==> src/rtl/tdc_pkg.sv <==
// Shared types for the TDC tap decoder: FSM states, fine-width helper and
// the hit_time layout for the default 8-tap-per-phase, 16-bit coarse build.
package tdc_pkg;

    typedef enum logic [1:0] {
        ST_IDLE    = 2'd0,
        ST_ARMED   = 2'd1,
        ST_CAPTURE = 2'd2,
        ST_DEAD    = 2'd3
    } tdc_state_t;

    // Bits needed to index 4*length taps.
    function automatic int fine_w(input int length);
        int n;
        int w;
        n = 32'sd1;
        w = 32'sd0;
        while (n < (32'sd4 * length)) begin
            n = n * 32'sd2;
            w = w + 32'sd1;
        end
        return w;
    endfunction

    localparam int DEF_LENGTH   = 32'sd8;
    localparam int DEF_COARSE_W = 32'sd16;
    localparam int DEF_FINE_W   = fine_w(DEF_LENGTH);

    typedef struct packed {
        logic [DEF_COARSE_W-1:0] coarse;
        logic [DEF_FINE_W-1:0]   fine;
    } hit_time_t;

endpackage

==> src/rtl/tdc_hit_fifo.sv <==
// Hit buffer: push/full write side, valid/ready read side with a registered
// head that holds its last value once the buffer runs empty.
module tdc_hit_fifo #(
    parameter int WIDTH = 21,
    parameter int DEPTH = 4
) (
    input  logic             clk,
    input  logic             rst,
    input  logic             push,
    input  logic [WIDTH-1:0] push_data,
    output logic             full,
    output logic             hit_valid,
    input  logic             hit_ready,
    output logic [WIDTH-1:0] hit_data
);

    localparam int AW = (DEPTH > 1) ? $clog2(DEPTH) : 1;

    logic [WIDTH-1:0] mem_r [DEPTH];
    logic [AW-1:0]    wr_ptr_r;
    logic [AW-1:0]    rd_ptr_r;
    logic [AW-1:0]    rd_next_s;
    logic [AW:0]      count_r;
    logic [AW:0]      count_next_s;
    logic [AW:0]      remain_s;
    logic             valid_r;
    logic [WIDTH-1:0] data_r;
    logic [WIDTH-1:0] data_next_s;
    logic             pop_s;
    logic             push_ok_s;
    logic             full_s;

    assign full_s    = (count_r == (AW+1)'(DEPTH));
    assign full      = full_s;
    assign hit_valid = valid_r;
    assign hit_data  = data_r;

    // A full buffer still takes a push when the head leaves in the same cycle.
    always_comb begin
        pop_s        = valid_r & hit_ready;
        push_ok_s    = push & (~full_s | pop_s);
        rd_next_s    = rd_ptr_r + AW'(pop_s);
        remain_s     = count_r - (AW+1)'(pop_s);
        count_next_s = remain_s + (AW+1)'(push_ok_s);
        if (count_next_s == {(AW+1){1'b0}}) begin
            data_next_s = data_r;
        end else if (remain_s == {(AW+1){1'b0}}) begin
            data_next_s = push_data;
        end else begin
            data_next_s = mem_r[rd_next_s];
        end
    end

    // Storage and pointer/head registers.
    always_ff @(posedge clk or posedge rst) begin
        if (rst) begin
            for (int i = 0; i < DEPTH; i++) begin
                mem_r[i] <= {WIDTH{1'b0}};
            end
            wr_ptr_r <= {AW{1'b0}};
            rd_ptr_r <= {AW{1'b0}};
            count_r  <= {(AW+1){1'b0}};
            valid_r  <= 1'b0;
            data_r   <= {WIDTH{1'b0}};
        end else begin
            if (push_ok_s) begin
                mem_r[wr_ptr_r] <= push_data;
            end
            wr_ptr_r <= wr_ptr_r + AW'(push_ok_s);
            rd_ptr_r <= rd_next_s;
            count_r  <= count_next_s;
            valid_r  <= (count_next_s != {(AW+1){1'b0}});
            data_r   <= data_next_s;
        end
    end

endmodule

==> src/rtl/tdc_tap_decoder.sv <==
// Delay-line TDC decoder: synchronises taps, detects the token edge and
// buffers {coarse, fine} hits. Optional bubble correction: TDC_DEC_BUBBLE_FIX_EN.
module tdc_tap_decoder
    import tdc_pkg::*;
#(
    parameter int LENGTH     = 8,
    parameter int COARSE_W   = 16,
    parameter int FIFO_DEPTH = 4,
    parameter int DEAD_CYC   = 2
) (
    input  logic                                clk,
    input  logic                                rst,
    input  logic [4*LENGTH-1:0]                 taps,
    input  logic                                enable,
    output logic                                hit_valid,
    input  logic                                hit_ready,
    output logic [COARSE_W+fine_w(LENGTH)-1:0]  hit_time,
    output logic                                overflow,
    output logic [7:0]                          drop_cnt
);

    localparam int N      = 4 * LENGTH;
    localparam int FINE_W = fine_w(LENGTH);
    localparam int HW     = COARSE_W + FINE_W;

    logic [N-1:0]        t1_r;
    logic [N-1:0]        t2_r;
    logic                prev_zero_r;
    logic [COARSE_W-1:0] counter_r;
    tdc_state_t          state_r;
    tdc_state_t          state_next_s;
    logic [3:0]          dead_cnt_r;
    logic [FINE_W-1:0]   fine_r;
    logic [COARSE_W-1:0] coarse_r;
    logic                capture_s;
    logic                push_s;
    logic                full_s;
    logic                drop_s;
    logic [N-1:0]        search_s;
    logic [FINE_W-1:0]   hi_s;
    logic                overflow_r;
    logic [7:0]          drop_cnt_r;

    // Two-stage synchroniser, previous-zero history and free coarse counter.
    always_ff @(posedge clk or posedge rst) begin
        if (rst) begin
            t1_r        <= {N{1'b0}};
            t2_r        <= {N{1'b0}};
            prev_zero_r <= 1'b0;
            counter_r   <= {COARSE_W{1'b0}};
        end else begin
            t1_r        <= taps;
            t2_r        <= t1_r;
            prev_zero_r <= (t2_r == {N{1'b0}});
            counter_r   <= counter_r + COARSE_W'(1);
        end
    end

`ifdef TDC_DEC_BUBBLE_FIX_EN
    // Fill single-tap bubbles flanked by ones before the search.
    always_comb begin
        search_s = t2_r;
        for (int i = 1; i < N - 1; i++) begin
            search_s[i] = t2_r[i] | (t2_r[i-1] & t2_r[i+1]);
        end
    end
`else
    assign search_s = t2_r;
`endif

    // Highest set bit wins.
    always_comb begin
        hi_s = {FINE_W{1'b0}};
        for (int i = 0; i < N; i++) begin
            hi_s = search_s[i] ? FINE_W'(i) : hi_s;
        end
    end

    always_ff @(posedge clk or posedge rst) begin
        if (rst) begin
            state_r <= ST_IDLE;
        end else begin
            state_r <= state_next_s;
        end
    end

    // Next-state logic; disarming takes priority over a same-cycle edge.
    always_comb begin
        state_next_s = state_r;
        capture_s    = 1'b0;
        case (state_r)
            ST_IDLE: begin
                if (enable) begin
                    state_next_s = ST_ARMED;
                end else begin
                    state_next_s = ST_IDLE;
                end
            end
            ST_ARMED: begin
                if (!enable) begin
                    state_next_s = ST_IDLE;
                end else if ((t2_r != {N{1'b0}}) && prev_zero_r) begin
                    state_next_s = ST_CAPTURE;
                    capture_s    = 1'b1;
                end else begin
                    state_next_s = ST_ARMED;
                end
            end
            ST_CAPTURE: begin
                state_next_s = ST_DEAD;
            end
            ST_DEAD: begin
                if (dead_cnt_r != 4'd0) begin
                    state_next_s = ST_DEAD;
                end else if (enable) begin
                    state_next_s = ST_ARMED;
                end else begin
                    state_next_s = ST_IDLE;
                end
            end
            default: begin
                state_next_s = ST_IDLE;
            end
        endcase
    end

    // Dead-time countdown and hit latch.
    always_ff @(posedge clk or posedge rst) begin
        if (rst) begin
            dead_cnt_r <= 4'd0;
            fine_r     <= {FINE_W{1'b0}};
            coarse_r   <= {COARSE_W{1'b0}};
        end else begin
            if (state_r == ST_CAPTURE) begin
                dead_cnt_r <= 4'(DEAD_CYC - 1);
            end else if ((state_r == ST_DEAD) && (dead_cnt_r != 4'd0)) begin
                dead_cnt_r <= dead_cnt_r - 4'd1;
            end else begin
                dead_cnt_r <= dead_cnt_r;
            end
            if (capture_s) begin
                fine_r   <= hi_s;
                coarse_r <= counter_r;
            end
        end
    end

    assign push_s = (state_r == ST_CAPTURE);
    assign drop_s = push_s & full_s & ~(hit_valid & hit_ready);

    // Sticky overflow and saturating drop counter.
    always_ff @(posedge clk or posedge rst) begin
        if (rst) begin
            overflow_r <= 1'b0;
            drop_cnt_r <= 8'd0;
        end else if (drop_s) begin
            overflow_r <= 1'b1;
            if (drop_cnt_r != 8'hFF) begin
                drop_cnt_r <= drop_cnt_r + 8'd1;
            end
        end
    end

    assign overflow = overflow_r;
    assign drop_cnt = drop_cnt_r;

    tdc_hit_fifo #(
        .WIDTH (HW),
        .DEPTH (FIFO_DEPTH)
    ) u_fifo (
        .clk       (clk),
        .rst       (rst),
        .push      (push_s),
        .push_data ({coarse_r, fine_r}),
        .full      (full_s),
        .hit_valid (hit_valid),
        .hit_ready (hit_ready),
        .hit_data  (hit_time)
    );

endmodule

==> config.mk <==
export PLATFORM = sky130hd
export DESIGN_NAME = tdc_tap_decoder
export DESIGN_NICKNAME = d
export VERILOG_FILES = /design/src/rtl/tdc_pkg.sv /design/src/rtl/tdc_hit_fifo.sv /design/src/rtl/tdc_tap_decoder.sv
export SDC_FILE = /design/constraint.sdc
export NUM_CORES = 1
export LEC_CHECK = 0
export ABC_AREA = 1
export ABC_CLOCK_PERIOD_IN_PS = 10300
export CORE_ASPECT_RATIO = 2
export CORE_MARGIN = 2
export CORE_UTILIZATION = 55
export DETAILED_ROUTE_END_ITERATION = 10
export GPL_ROUTABILITY_DRIVEN = 1
export PLACE_DENSITY = 0.76
export SLEW_MARGIN = 20
export SYNTH_ARGS = -nofsm -noshare
export SYNTH_HDL_FRONTEND = slang
export SYNTH_SLANG_ARGS = --single-unit
==> constraint.sdc <==
create_clock -name clk -period 10.3 [get_ports clk]
set_input_delay 2.06 -clock clk [delete_from_list [all_inputs] [get_ports clk]]
set_output_delay 2.06 -clock clk [all_outputs]
set_load 0.03 [all_outputs]
# Word level (Yosys, flattened, before mapping)
# Cells that the tools add are included.
totals:
  regBits: 230
  input_bits: 36
classes:
  n_reduce_logical: 12
  n_mux: 48
  addsub: 7
  n_eq_ne: 5
  n_lt_le_gt_ge: 3
  n_bitwise: 9
ops:
  columns: ["operator", "n"]
  rows:
  - ["$bwmux W84", 1]
  - ["$mux W21", 4]
  - ["$mux W5", 16]
  - ["$bmux W21 S2", 1]
  - ["$demux W21 S2", 1]
  - ["$mux W4", 10]
  - ["$logic_not A32 Y1", 1]
  - ["$reduce_bool A32 Y1", 1]
  - ["$add A16 B1 Y16 const B", 1]
  - ["$mux W3", 4]
  - ["$mux W2", 5]
  - ["$add A8 B1 Y8 const B", 1]
  - ["$ne A8 B8 Y1 const B", 1]
  - ["$pmux W2 S4", 1]
  - ["$ge A3 B3 Y1 const B", 2]
  - ["$logic_not A3 Y1", 2]
  - ["$not A2 Y3", 2]
  - ["$mux W1", 5]
  - ["$add A2 B1 Y2", 2]
  - ["$and A1 B1 Y1", 4]
  - ["$eq A2 B2 Y1 const B", 2]
  - ["$reduce_bool A4 Y1", 1]
  - ["$sub A4 B1 Y4 const B", 1]
  - ["$add A3 B1 Y3", 1]
  - ["11 further kinds", 14]

# Depth between registers and ports, before layout
depth:
  word_depth: 31
  ltp_mapped: 31
  depth_no_buf: 31

# Cells and area by module
# A second synthesis with hierarchy kept.
unflattened:
  hier_cells: 1161
  hier_area_um2: 9829.4
modules_own_cells:
  columns: ["mod", "cells_per_inst", "n_inst", "area_per_inst_um2", "seq_area_each_um2"]
  rows:
  - ["tdc_hit_fifo", 779, 1, 5647.9, 2827.7]
  - ["tdc_tap_decoder", 382, 1, 4181.5, 2927.8]

# Least setup slack after synthesis
# OpenSTA, ideal clock, no wires.
synth_timing:
  path_kind: "input-to-reg"
  start: "in hit_ready"
  end: "reg u_fifo.data_r[0], in the netlist u_fifo.hit_data[0]"
  cell_stages: 9
  path_slack_ps: 6500
  t_arrival_ps: 3668
  cell_sequence: "nand2_1 -> inv_1 -> ha_1 -> ha_1 -> inv_1 -> ha_1 -> nor3_2 -> clkbuf_1 -> o21ai_1"
synth_rtl:
  columns: ["item", "line", "rtl"]
  rows:
  - ["from (decl)", "tdc_tap_decoder.sv:16", "input logic hit_ready,"]
  - ["$and A1 B1 Y1 *", "tdc_hit_fifo.sv:40", "pop_s = valid_r & hit_ready;"]
  - ["branches (longest 2 deep; another with $sub A3 B1 Y3)", null, null]
  - ["$add A3 B1 Y3 *", "tdc_hit_fifo.sv:44", "count_next_s = remain_s + (AW+1)'(push_ok_s);"]
  - ["net u_fifo.count_next_s[1]", "tdc_hit_fifo.sv:24", "logic [AW:0] count_next_s;"]
  - ["$logic_not A3 Y1 *", "tdc_hit_fifo.sv:45", "if (count_next_s == {(AW+1){1'b0}}) begin"]
  - ["to (signal assigned)", "tdc_hit_fifo.sv:64", "data_r <= {WIDTH{1'b0}};"]
  - ["to (signal assigned)", "tdc_hit_fifo.sv:73", "data_r <= data_next_s;"]
  - ["to (decl)", "tdc_hit_fifo.sv:27", "logic [WIDTH-1:0] data_r;"]
# Mark *: on every way through the listed nets, which the timed path passes. The select of a mux whose other input is x is not followed.
# A chain may end at the register's enable or synchronous reset.

# Final worst setup path
layout_timing:
  start: "in hit_ready"
  end: "reg u_fifo.data_r[7], in the netlist u_fifo.hit_data[7]"
# Same word-level chain as after synthesis.

==> impl_metrics.env <==
export IMPL_status="finished, final reports clean"
export IMPL_rr_startpoint="state_r[1]"
export IMPL_regArea_sq_um=5760
export IMPL_leakage_uw=0.00499
export IMPL_swShare=0.332
export IMPL_setup_tns_ps=0
export IMPL_max_slew_margin=0.355
export IMPL_cts_setup_buffers=0
export IMPL_critical_path_required_ps=10690
export IMPL_worst_setup_path_type="in -> reg"
export IMPL_cp_num_buf_inv=5
export IMPL_synth_edf_count=0
export IMPL_ys_ff_latch=230
export IMPL_post_synth_top_count_cell="dfrtp_1"
export IMPL_final_min_clock_period_ps=4330
export IMPL_skew_ps=9.66
export IMPL_path_max_fanout=22
export IMPL_crit_arrival_ps=4720
export IMPL_routabilityCongestion=0.749
export IMPL_yosysSeqAreaShare=0.636
export IMPL_reg2reg_slack_ps=7490
export IMPL_fp_row_count=66
export IMPL_syn_area_per_cell_sq_um=9.79
export IMPL_diodes=0
export IMPL_drive_above_1_share=0.0635
export IMPL_yosys_most_used_dff="dfrtp_1"
export IMPL_io_pins=67
export IMPL_post_drt_wl_per_cell_um=14.6
export IMPL_crit_slowest_cell="nor3_4"
export IMPL_cts_path_max_buffers=3
export IMPL_drtAntennaViolNets=0
export IMPL_synthArstFlopShare=1.00
export IMPL_power_frac_seq=0.402
export IMPL_dieArea_sq_um=17600
export IMPL_holdWs_ps=347
export IMPL_grt_pass1_wl_um=29600
export IMPL_die_w_um=94.7
export IMPL_combPwrFrac=0.304
export IMPL_multi_input_area_sq_um=2880
export IMPL_synth_top_area_cell="dfrtp_1"
export IMPL_drt_iter0_markers=380
export IMPL_netlist_area_sq_um=9060
export IMPL_coreArea_sq_um=16200
export IMPL_crit_start="hit_ready"
export IMPL_vias_per_cell=5.36
export IMPL_fill_cells=1312
export IMPL_tightest_slew_ps=968
export IMPL_hold_viol=0
export IMPL_routed_wirelength_um=17400
export IMPL_via_count=6406
export IMPL_grt_max_degree=144
export IMPL_nets=1023
export IMPL_grt_use_total=0.210
export IMPL_insertion_delay_ps=490
export IMPL_vdd_ir_drop_max_mv=0.144
export IMPL_die_h_um=185
export IMPL_dp_hpwl_um=10800
export IMPL_p_int_uw=1770
export IMPL_postCtsHoldBufs=0
export IMPL_port_buffers=66
export IMPL_clkSinkCount=230
export IMPL_final_setup_viol_count=0
export IMPL_crit_family="buffers and inverters"
export IMPL_cts_resized_gates=0
export IMPL_grt_overflow=0
export IMPL_htreeDepth=1
export IMPL_cts_tree="yes"
export IMPL_p_switching_uw=879
export IMPL_slowest_delay_ps=700
export IMPL_worst_setup_path_start_kind="primary input"
export IMPL_synth_top_cells_by_count="dfrtp_1 (230), nand2_1 (193), o21ai_1 (107)"
export IMPL_cts_buffers_inserted=20
export IMPL_drv_slew=0
export IMPL_power_density_nw_per_um2=249
export IMPL_synth_top_cell_area_share=0.636
export IMPL_syn_num_nets=970
export IMPL_clkPwrFrac=0.295
export IMPL_first_global_vias=6410
export IMPL_max_clock_freq_mhz=231
export IMPL_synth_cells=925
export IMPL_cap_violations=0
export IMPL_rsz0062_at_grt="no"
export IMPL_min_from="t1_r[28]"
export IMPL_grt_antenna_before_repair=0
export IMPL_hold_path_class="reg -> reg"
export IMPL_yosys_warnings=0
export IMPL_start_util=0.560
export IMPL_firstDrtPassIters=5
export IMPL_root_buffer="clkbuf_16"
export IMPL_synth_distinct_cells=29
export IMPL_drc=0
export IMPL_min_period_over_period=0.421
export IMPL_synth_area_leaders="dfrtp_1 (64%), nand2_1 (8.0%), o21ai_1 (5.9%)"
export IMPL_syn_to_final_growth_pct=17.1
export IMPL_cp_cell_sequence="clkdlybuf4s50_1 > nand2_1 > inv_1 > ha_1 > ha_1 > inv_1 > ha_1 > nor3_4 > buf_4 > inv_2 > nand2_1 > nand2_1"
export IMPL_crit_path_end_kind="register"
export IMPL_clkTransAtPathRegs_ps=70
[cells in the final DEF (no fill, tap or decap), drive strengths merged, types with 5 or more instances in the layout]
master / count
dfrtp: 230
nand2: 193
o21ai: 127
nor2: 95
inv: 79
clkdlybuf4s50: 66
clkbuf: 28
o31ai: 22
or2: 22
a21oi: 22
o211ai: 21
nand3: 18
xor2: 15
xnor2: 11
ha: 9
buf: 7
nand4: 5
clkinv: 5
nor3: 5
[metrics by stage]
stage                util  worst slack (ps)  area (sq um)  power (uW)  std cells
floorplan               -              1940          9060        1650        925
global placement    0.612              5520          9910        1850       1160
detailed placement  0.612              5470          9910        1880       1160
CTS                 0.655              5960         10600        2670       1196
global route        0.655              5760         10600        2800       1196
finish              0.655              5970         10600        2650       1196
[metal layers]
layer	global-route usage	wire (um)	up-vias
met2	0.384	9390	150
met3	0.0287	726	30
met4	0.0678	382	0
met5	0	0	-
li1	-	-	3105
met1	0.252	6910	3121
[flip-flops by register name (all words and copies together), names as in the netlist, 2 cells and up]
register	cells
coarse_r	16
counter_r	16
dead_cnt_r	4
drop_cnt	8
fine_r	5
search_s	32
state_r	2
t1_r	32
u_fifo.count_r	3
u_fifo.hit_data	21
u_fifo.mem_r	84
u_fifo.rd_ptr_r	2
u_fifo.wr_ptr_r	2
[kinds of logic after synthesis]
kind of cell               count (synthesis)  share of synthesized area
and+or+nand+nor                          342                      0.154
muxes                                      1                    0.00124
adders and majority gates                  9                     0.0124
buffers and inverters                    121                     0.0503
DFF                                      230                      0.636
AOI/OAI and AO/OA                        196                      0.121
xor gates and xnor gates                  26                     0.0251
[area by class of cell]
type                    instances  area share
multi-input cells             574       0.271
well taps                     204      0.0241
clock inverters                 8     0.00908
flip-flops and latches        230       0.543
repair buffers                 73      0.0676
clock buffers                  28      0.0567
inverters                      79      0.0287
[final timing paths]
| kind | end | cells after the start |
|---|---|---|
| min in group asynchronous | dead_cnt_r[3] | 2 |
| min reg2reg | search_s[28] | 0 |
| max in group asynchronous | counter_r[10] | 3 |
| max reg2reg | u_fifo.hit_data[7] | 11 |
| max | u_fifo.hit_data[7] | 12 |
| min | search_s[28] | 0 |
[power groups by stage]
stage	logic [uW]	clock network (uW)	registers, uW
final	803	780	1060
after CTS	807	795	1060
after global routing	903	828	1070
after detailed placement	799	0	1080
after floorplan	512	0	1130
after global placement	775	0	1080
(Power assumes the default switching activity.)
